### config.mk
export PLATFORM = sky130hd
export DESIGN_NAME = vga_timing_ctrl
export DESIGN_NICKNAME = d
export VERILOG_FILES = /design/src/rtl/vga_timing_pkg.sv /design/src/rtl/vga_axis_timer.sv /design/src/rtl/vga_timing_ctrl.sv
export SDC_FILE = /design/constraint.sdc
export NUM_CORES = 1
export LEC_CHECK = 0
export BUFFER_PORTS_ARGS = -buffer_cell sky130_fd_sc_hd__buf_2
export CAP_MARGIN = 10
export CELL_PAD_IN_SITES_DETAIL_PLACEMENT = 1
export CELL_PAD_IN_SITES_GLOBAL_PLACEMENT = 2
export CORE_MARGIN = 5
export CORE_UTILIZATION = 35
export CTS_BUF_LIST = sky130_fd_sc_hd__clkbuf_16
export CTS_CLUSTER_DIAMETER = 100
export DETAILED_ROUTE_END_ITERATION = 8
export PLACE_DENSITY_LB_ADDON = 0.05
export SKIP_LAST_GASP = 1
export SLEW_MARGIN = 5
export SYNTH_ARGS = -nofsm -noshare
export SYNTH_HDL_FRONTEND = slang
export SYNTH_SLANG_ARGS = --single-unit
### constraint.sdc
create_clock -name pix_clk -period 2.2 [get_ports pix_clk]
set_input_delay 0.11 -clock pix_clk [delete_from_list [all_inputs] [get_ports pix_clk]]
set_output_delay 0.11 -clock pix_clk [all_outputs]
set_load 0.01 [all_outputs]
### src/rtl/vga_timing_pkg.sv
// rtl/vga_timing_pkg.sv - shared phase encoding, coordinate width and 640x480@60 defaults
package vga_timing_pkg;

  localparam int COORD_W   = 12;
  localparam int MAX_TOTAL = 4096;

  localparam logic [1:0] PH_ACTIVE = 2'd0;
  localparam logic [1:0] PH_FRONT  = 2'd1;
  localparam logic [1:0] PH_SYNC   = 2'd2;
  localparam logic [1:0] PH_BACK   = 2'd3;

  localparam int H_ACTIVE_DEF = 640;
  localparam int H_FP_DEF     = 16;
  localparam int H_SYNC_DEF   = 96;
  localparam int H_BP_DEF     = 48;
  localparam int V_ACTIVE_DEF = 480;
  localparam int V_FP_DEF     = 10;
  localparam int V_SYNC_DEF   = 2;
  localparam int V_BP_DEF     = 33;

endpackage

### src/rtl/vga_axis_timer.sv
// rtl/vga_axis_timer.sv - one display axis: position counter plus ACTIVE/FRONT/SYNC/BACK phase FSM
module vga_axis_timer
  import vga_timing_pkg::*;
#(
  parameter int ACTIVE = H_ACTIVE_DEF,
  parameter int FP     = H_FP_DEF,
  parameter int SYNC   = H_SYNC_DEF,
  parameter int BP     = H_BP_DEF
) (
  input  logic        pix_clk,
  input  logic        rst,
  input  logic        adv_i,
  output logic [11:0] pos_o,
  output logic [1:0]  phase_o,
  output logic        wrap_o
);

  localparam int TOTAL = ACTIVE + FP + SYNC + BP;

  if (ACTIVE < 1 || FP < 1 || SYNC < 1 || BP < 1 || TOTAL > MAX_TOTAL) begin : g_bad_cfg
    $error("vga_axis_timer: every segment must be >= 1 and the total <= 4096");
  end

  localparam logic [11:0] END_ACTIVE = 12'(ACTIVE - 1);
  localparam logic [11:0] END_FRONT  = 12'(ACTIVE + FP - 1);
  localparam logic [11:0] END_SYNC   = 12'(ACTIVE + FP + SYNC - 1);
  localparam logic [11:0] END_TOTAL  = 12'(TOTAL - 1);

  logic [11:0] pos_q, pos_d;
  logic [1:0]  phase_q, phase_d;

  assign wrap_o  = (pos_q == END_TOTAL);
  assign pos_o   = pos_q;
  assign phase_o = phase_q;

  // Each phase only ever checks its own end point, so one-long segments still step correctly.
  always_comb begin
    pos_d   = pos_q;
    phase_d = phase_q;
    if (adv_i) begin
      pos_d = wrap_o ? 12'd0 : pos_q + 12'd1;
      case (phase_q)
        PH_ACTIVE: if (pos_q == END_ACTIVE) phase_d = PH_FRONT;
        PH_FRONT:  if (pos_q == END_FRONT)  phase_d = PH_SYNC;
        PH_SYNC:   if (pos_q == END_SYNC)   phase_d = PH_BACK;
        PH_BACK:   if (pos_q == END_TOTAL)  phase_d = PH_ACTIVE;
        default:   phase_d = PH_ACTIVE;
      endcase
    end
  end

  always_ff @(posedge pix_clk) begin
    if (rst) begin
      pos_q   <= 12'd0;
      phase_q <= PH_ACTIVE;
    end else begin
      pos_q   <= pos_d;
      phase_q <= phase_d;
    end
  end

endmodule

### src/rtl/vga_timing_ctrl.sv
// rtl/vga_timing_ctrl.sv - VGA timing top: axis timers, vertical gating, registered decode stage
module vga_timing_ctrl
  import vga_timing_pkg::*;
#(
  parameter int H_ACTIVE  = H_ACTIVE_DEF,
  parameter int H_FP      = H_FP_DEF,
  parameter int H_SYNC    = H_SYNC_DEF,
  parameter int H_BP      = H_BP_DEF,
  parameter int V_ACTIVE  = V_ACTIVE_DEF,
  parameter int V_FP      = V_FP_DEF,
  parameter int V_SYNC    = V_SYNC_DEF,
  parameter int V_BP      = V_BP_DEF,
  parameter bit HSYNC_POL = 1'b0,
  parameter bit VSYNC_POL = 1'b0
) (
  input  logic        pix_clk,
  input  logic        rst,
  input  logic        en,
  output logic        hsync,
  output logic        vsync,
  output logic        video_on,
  output logic [11:0] x,
  output logic [11:0] y,
  output logic        line_start,
  output logic        frame_start
);

  logic [11:0] hpos, vpos;
  logic [1:0]  hphase, vphase;
  logic        h_wrap, v_wrap_unused;

  vga_axis_timer #(.ACTIVE(H_ACTIVE), .FP(H_FP), .SYNC(H_SYNC), .BP(H_BP)) u_h_timer (
    .pix_clk (pix_clk),
    .rst     (rst),
    .adv_i   (en),
    .pos_o   (hpos),
    .phase_o (hphase),
    .wrap_o  (h_wrap)
  );

  // Vertical axis steps once per line, on the same edge the horizontal counter wraps.
  vga_axis_timer #(.ACTIVE(V_ACTIVE), .FP(V_FP), .SYNC(V_SYNC), .BP(V_BP)) u_v_timer (
    .pix_clk (pix_clk),
    .rst     (rst),
    .adv_i   (en && h_wrap),
    .pos_o   (vpos),
    .phase_o (vphase),
    .wrap_o  (v_wrap_unused)
  );

  logic        hsync_q, vsync_q, video_on_q, line_start_q, frame_start_q;
  logic [11:0] x_q, y_q;

  always_ff @(posedge pix_clk) begin
    if (rst) begin
      x_q           <= 12'd0;
      y_q           <= 12'd0;
      video_on_q    <= 1'b0;
      hsync_q       <= ~HSYNC_POL;
      vsync_q       <= ~VSYNC_POL;
      line_start_q  <= 1'b0;
      frame_start_q <= 1'b0;
    end else begin
      line_start_q  <= 1'b0;
      frame_start_q <= 1'b0;
      if (en) begin
        x_q           <= hpos;
        y_q           <= vpos;
        video_on_q    <= (hphase == PH_ACTIVE) && (vphase == PH_ACTIVE);
        hsync_q       <= (hphase == PH_SYNC) ? HSYNC_POL : ~HSYNC_POL;
        vsync_q       <= (vphase == PH_SYNC) ? VSYNC_POL : ~VSYNC_POL;
        line_start_q  <= (hpos == 12'd0);
        frame_start_q <= (hpos == 12'd0) && (vpos == 12'd0);
      end
    end
  end

  assign hsync       = hsync_q;
  assign vsync       = vsync_q;
  assign video_on    = video_on_q;
  assign x           = x_q;
  assign y           = y_q;
  assign line_start  = line_start_q;
  assign frame_start = frame_start_q;

endmodule
==> results.toml <==
[outcome]
status = "complete, no violations"

[synthesis]
netlist_top_cells_count = "dfxtp_1 (57), nor2_1 (50), mux2i_1 (27)"
syn_inst = 288
synth_enable_flop_cells = 0
synth_largest_area_cell = "dfxtp_1"
syn_area_per_cell_um2 = 9.071
yosysMostFrequentCell = "dfxtp_1"
synth.top_cell.area_share = 0.4368
syn-cell-area_um2 = 2613
synth_sequential_area_ratio = 0.4368
synth-seq-cells = 57
synth_nets = 304
ys_warn_count = 0
synthTopCellsByArea = "dfxtp_1 (44%), mux2i_1 (10%), nor2_1 (7.2%)"
synthArstFlopShare = 0
synth_cell_types = 41
synth_ff_type = "dfxtp_1"

[power_and_ir_drop]
power.switching_mw = 0.5170
internal-power_mw = 1.925
swShare = 0.2117
p_seq_frac = 0.430
powerDensity_nw_per_um2 = 750.0
power_frac_comb = 0.033
p_leak_nw = 1.406
ir_drop_uv = 425.4
clkPwrFrac = 0.537

[floorplanning]
placement_rows = 31
coreArea_um2 = 7253
initial_utilization = 0.3602
fp.dieH_um = 96.40
die-area_um2 = 9292
ios = 32
die_w_um = 96.40

[detailed_routing]
drc_errors = 0
vias_per_cell = 4.888
ant_nets = 0
drt-initial-drc-count = 91
num_vias = 2136
wirelength_um = 6755
first_pass_iters = 4
wl_per_cell_um = 15.46

[critical_path]
slowest_stage = "or4_4"
crit_buf_inv = 0
arrival_ps = 2290
path_class = "reg2reg"
crit_end = "u_h_timer.phase_o[0]"
r2r-start = "u_h_timer.pos_o[7]"
cp_cell_sequence = "or3_1 -> or4_4 -> and2_4 -> o31a_1 -> a211oi_2"
worst-path-max-fanout = 6
ff2ff_path_depth = 5
endpoint_kind = "flop"
worstPathRequired_ps = 2440
r2r_end = "u_h_timer.phase_o[0]"
critPathTopFamily = "simple AND/OR/NAND/NOR gates"
cp_num_cells = 5
crit_start = "u_h_timer.pos_o[7]"
worst_setup_path_start_kind = "flop"
critPathMaxStageDelay_ps = 540
r2r_slack_ps = 160

[clock_tree]
htreeDepth = 3
cts_num_sinks = 57
post_cts_buffers = 0
root_buffer = "clkbuf_16"
clk_pin_slew_ps = 50
clockBufferDepth = 2
cts_tree = "done"
cts_buffers = 9
cts_resized = 0
holdBufCountCts = 0
insertion_delay_ps = 320

[cells_and_area]
diodes = 0
final_nets = 349
synthToLayoutAreaGrowth_pct = 24.62
multi_input_area_um2 = 1394
drive_gt1_frac = 0.1923
final-seq-area_um2 = 1141
final_util = 0.4489
fillCellCount = 875

[place]
io_buffers = 31
dp_hpwl_um = 4979
routabilityCongestion = 0.8214

[timing]
slew_headroom = 0.5971
maxSlewViolCount = 0
setup_viol = 0
fin_hold_ws_ps = 204.6
timing.fmax_ghz = 0.4894
tightest_slew_ps = 598.9
rsz0062_at_grt = "no"
hold_viol_final = 0
fin_crit_ps = 2044
finalSetupTns_ps = 0
period_share = 0.9289
skew_ps = 4.465

[global_routing]
grtUsageMet3 = 0.04183
met2_usage = 0.2317
grt_pass1_wl_um = 11100
grt_max_degree = 26
gr-total-overflow = 0
grtUsageMet1 = 0.2259
grt_pass1_vias = 2167
antenna_found_initial = 0
grt_busiest_layer = "met2"
grt_usage = 0.1597

[flow_run]
cap_violations = 0

[min_path]
hold_path_class = "in2reg"
## layout make-up
| cell class | count | share of cell area |
|---|---|---|
| Timing Repair Buffer | 47 | 0.08455 |
| Multi-Input combinational cell | 207 | 0.4281 |
| Clock inverter | 7 | 0.01691 |
| Clock buffer | 9 | 0.06918 |
| Inverter | 11 | 0.01268 |
| Sequential cell | 57 | 0.3505 |
| Tap cell | 99 | 0.03805 |
## worst register-to-register path: cells and delay by family, from the launching register on
family             cells  cell delay, ps
and+or+nand+nor        3            1140
AOI/OAI and AO/OA      2             480
DFF                    1             350
## metal layers
layer / routed length, um / share of wire
met5: 0 / 0
met4: 96 / 0.014
met3: 297 / 0.044
met2: 2747 / 0.41
met1: 3613 / 0.53
## power groups by stage
stage / clock, mW / combinational (mW) / sequential [mW]
after detailed placement: 0 / 0.0827 / 1.07
after global placement: 0 / 0.0831 / 1.07
final: 1.31 / 0.0815 / 1.05
after CTS: 1.34 / 0.0836 / 1.05
after floorplan: 0 / 0.0514 / 1.07
after global routing: 1.40 / 0.0902 / 1.05
## metrics by stage
stage          power (mW)  instance area, um^2  worst slack, ps  cells
2_1_floorplan       1.122                 2613            256.1    288
3_3_place_gp        1.153                 2963            200.5    421
3_5_place_dp        1.153                 2963            137.6    421
4_1_cts             2.476                 3243            119.3    437
5_1_grt             2.535                 3256            52.74    437
6_report            2.442                 3256            156.5    437
## layout by cell type, fill, tap and decap left out, drive strengths merged, types with 2 or more instances in the layout
cell / n
a21oi: 4
and2: 6
and3: 5
and4: 2
buf: 47
clkbuf: 9
clkinv: 3
dfxtp: 57
ha: 13
inv: 14
mux2i: 27
nand2: 19
nand2b: 2
nand3: 11
nand4: 13
nor2: 50
nor3: 6
nor4: 4
o21ai: 6
or3: 2
xnor2: 6
xor2: 13
## state kept, by name, summed over array words and instances (netlist names)
name and count:
x 12, u_h_timer.phase_o 2, u_h_timer.pos_o 12, frame_start 1, u_v_timer.phase_o 2, vsync 1
line_start 1, y 12, hsync 1, u_v_timer.pos_o 12, video_on 1
## logic make-up after synthesis
| logic type | share of synthesized area |
|---|---|
| AND/OR/NAND/NOR | 0.2471 |
| buffers and inverters | 0.03448 |
| XOR/XNOR | 0.06370 |
| AO/OA/AOI/OAI | 0.05220 |
| multiplexers | 0.1034 |
| adder cells (fa/ha/maj) | 0.06226 |
| flip-flops | 0.4368 |
## how the worst min path moves through the flow
stage / cells past startpoint / endpoint / slack [ps] / startpoint
2_1_floorplan: 2 / u_h_timer.pos_o[0] / 400 / rst
3_3_place_gp: 2 / hsync / 460 / hsync
3_5_place_dp: 2 / video_on / 460 / video_on
4_1_cts: 2 / x[9] / 200 / rst
5_1_grt: 2 / y[1] / 230 / rst
6_report: 2 / x[9] / 200 / rst
Note: power is estimated with default switching activity, not from simulation.
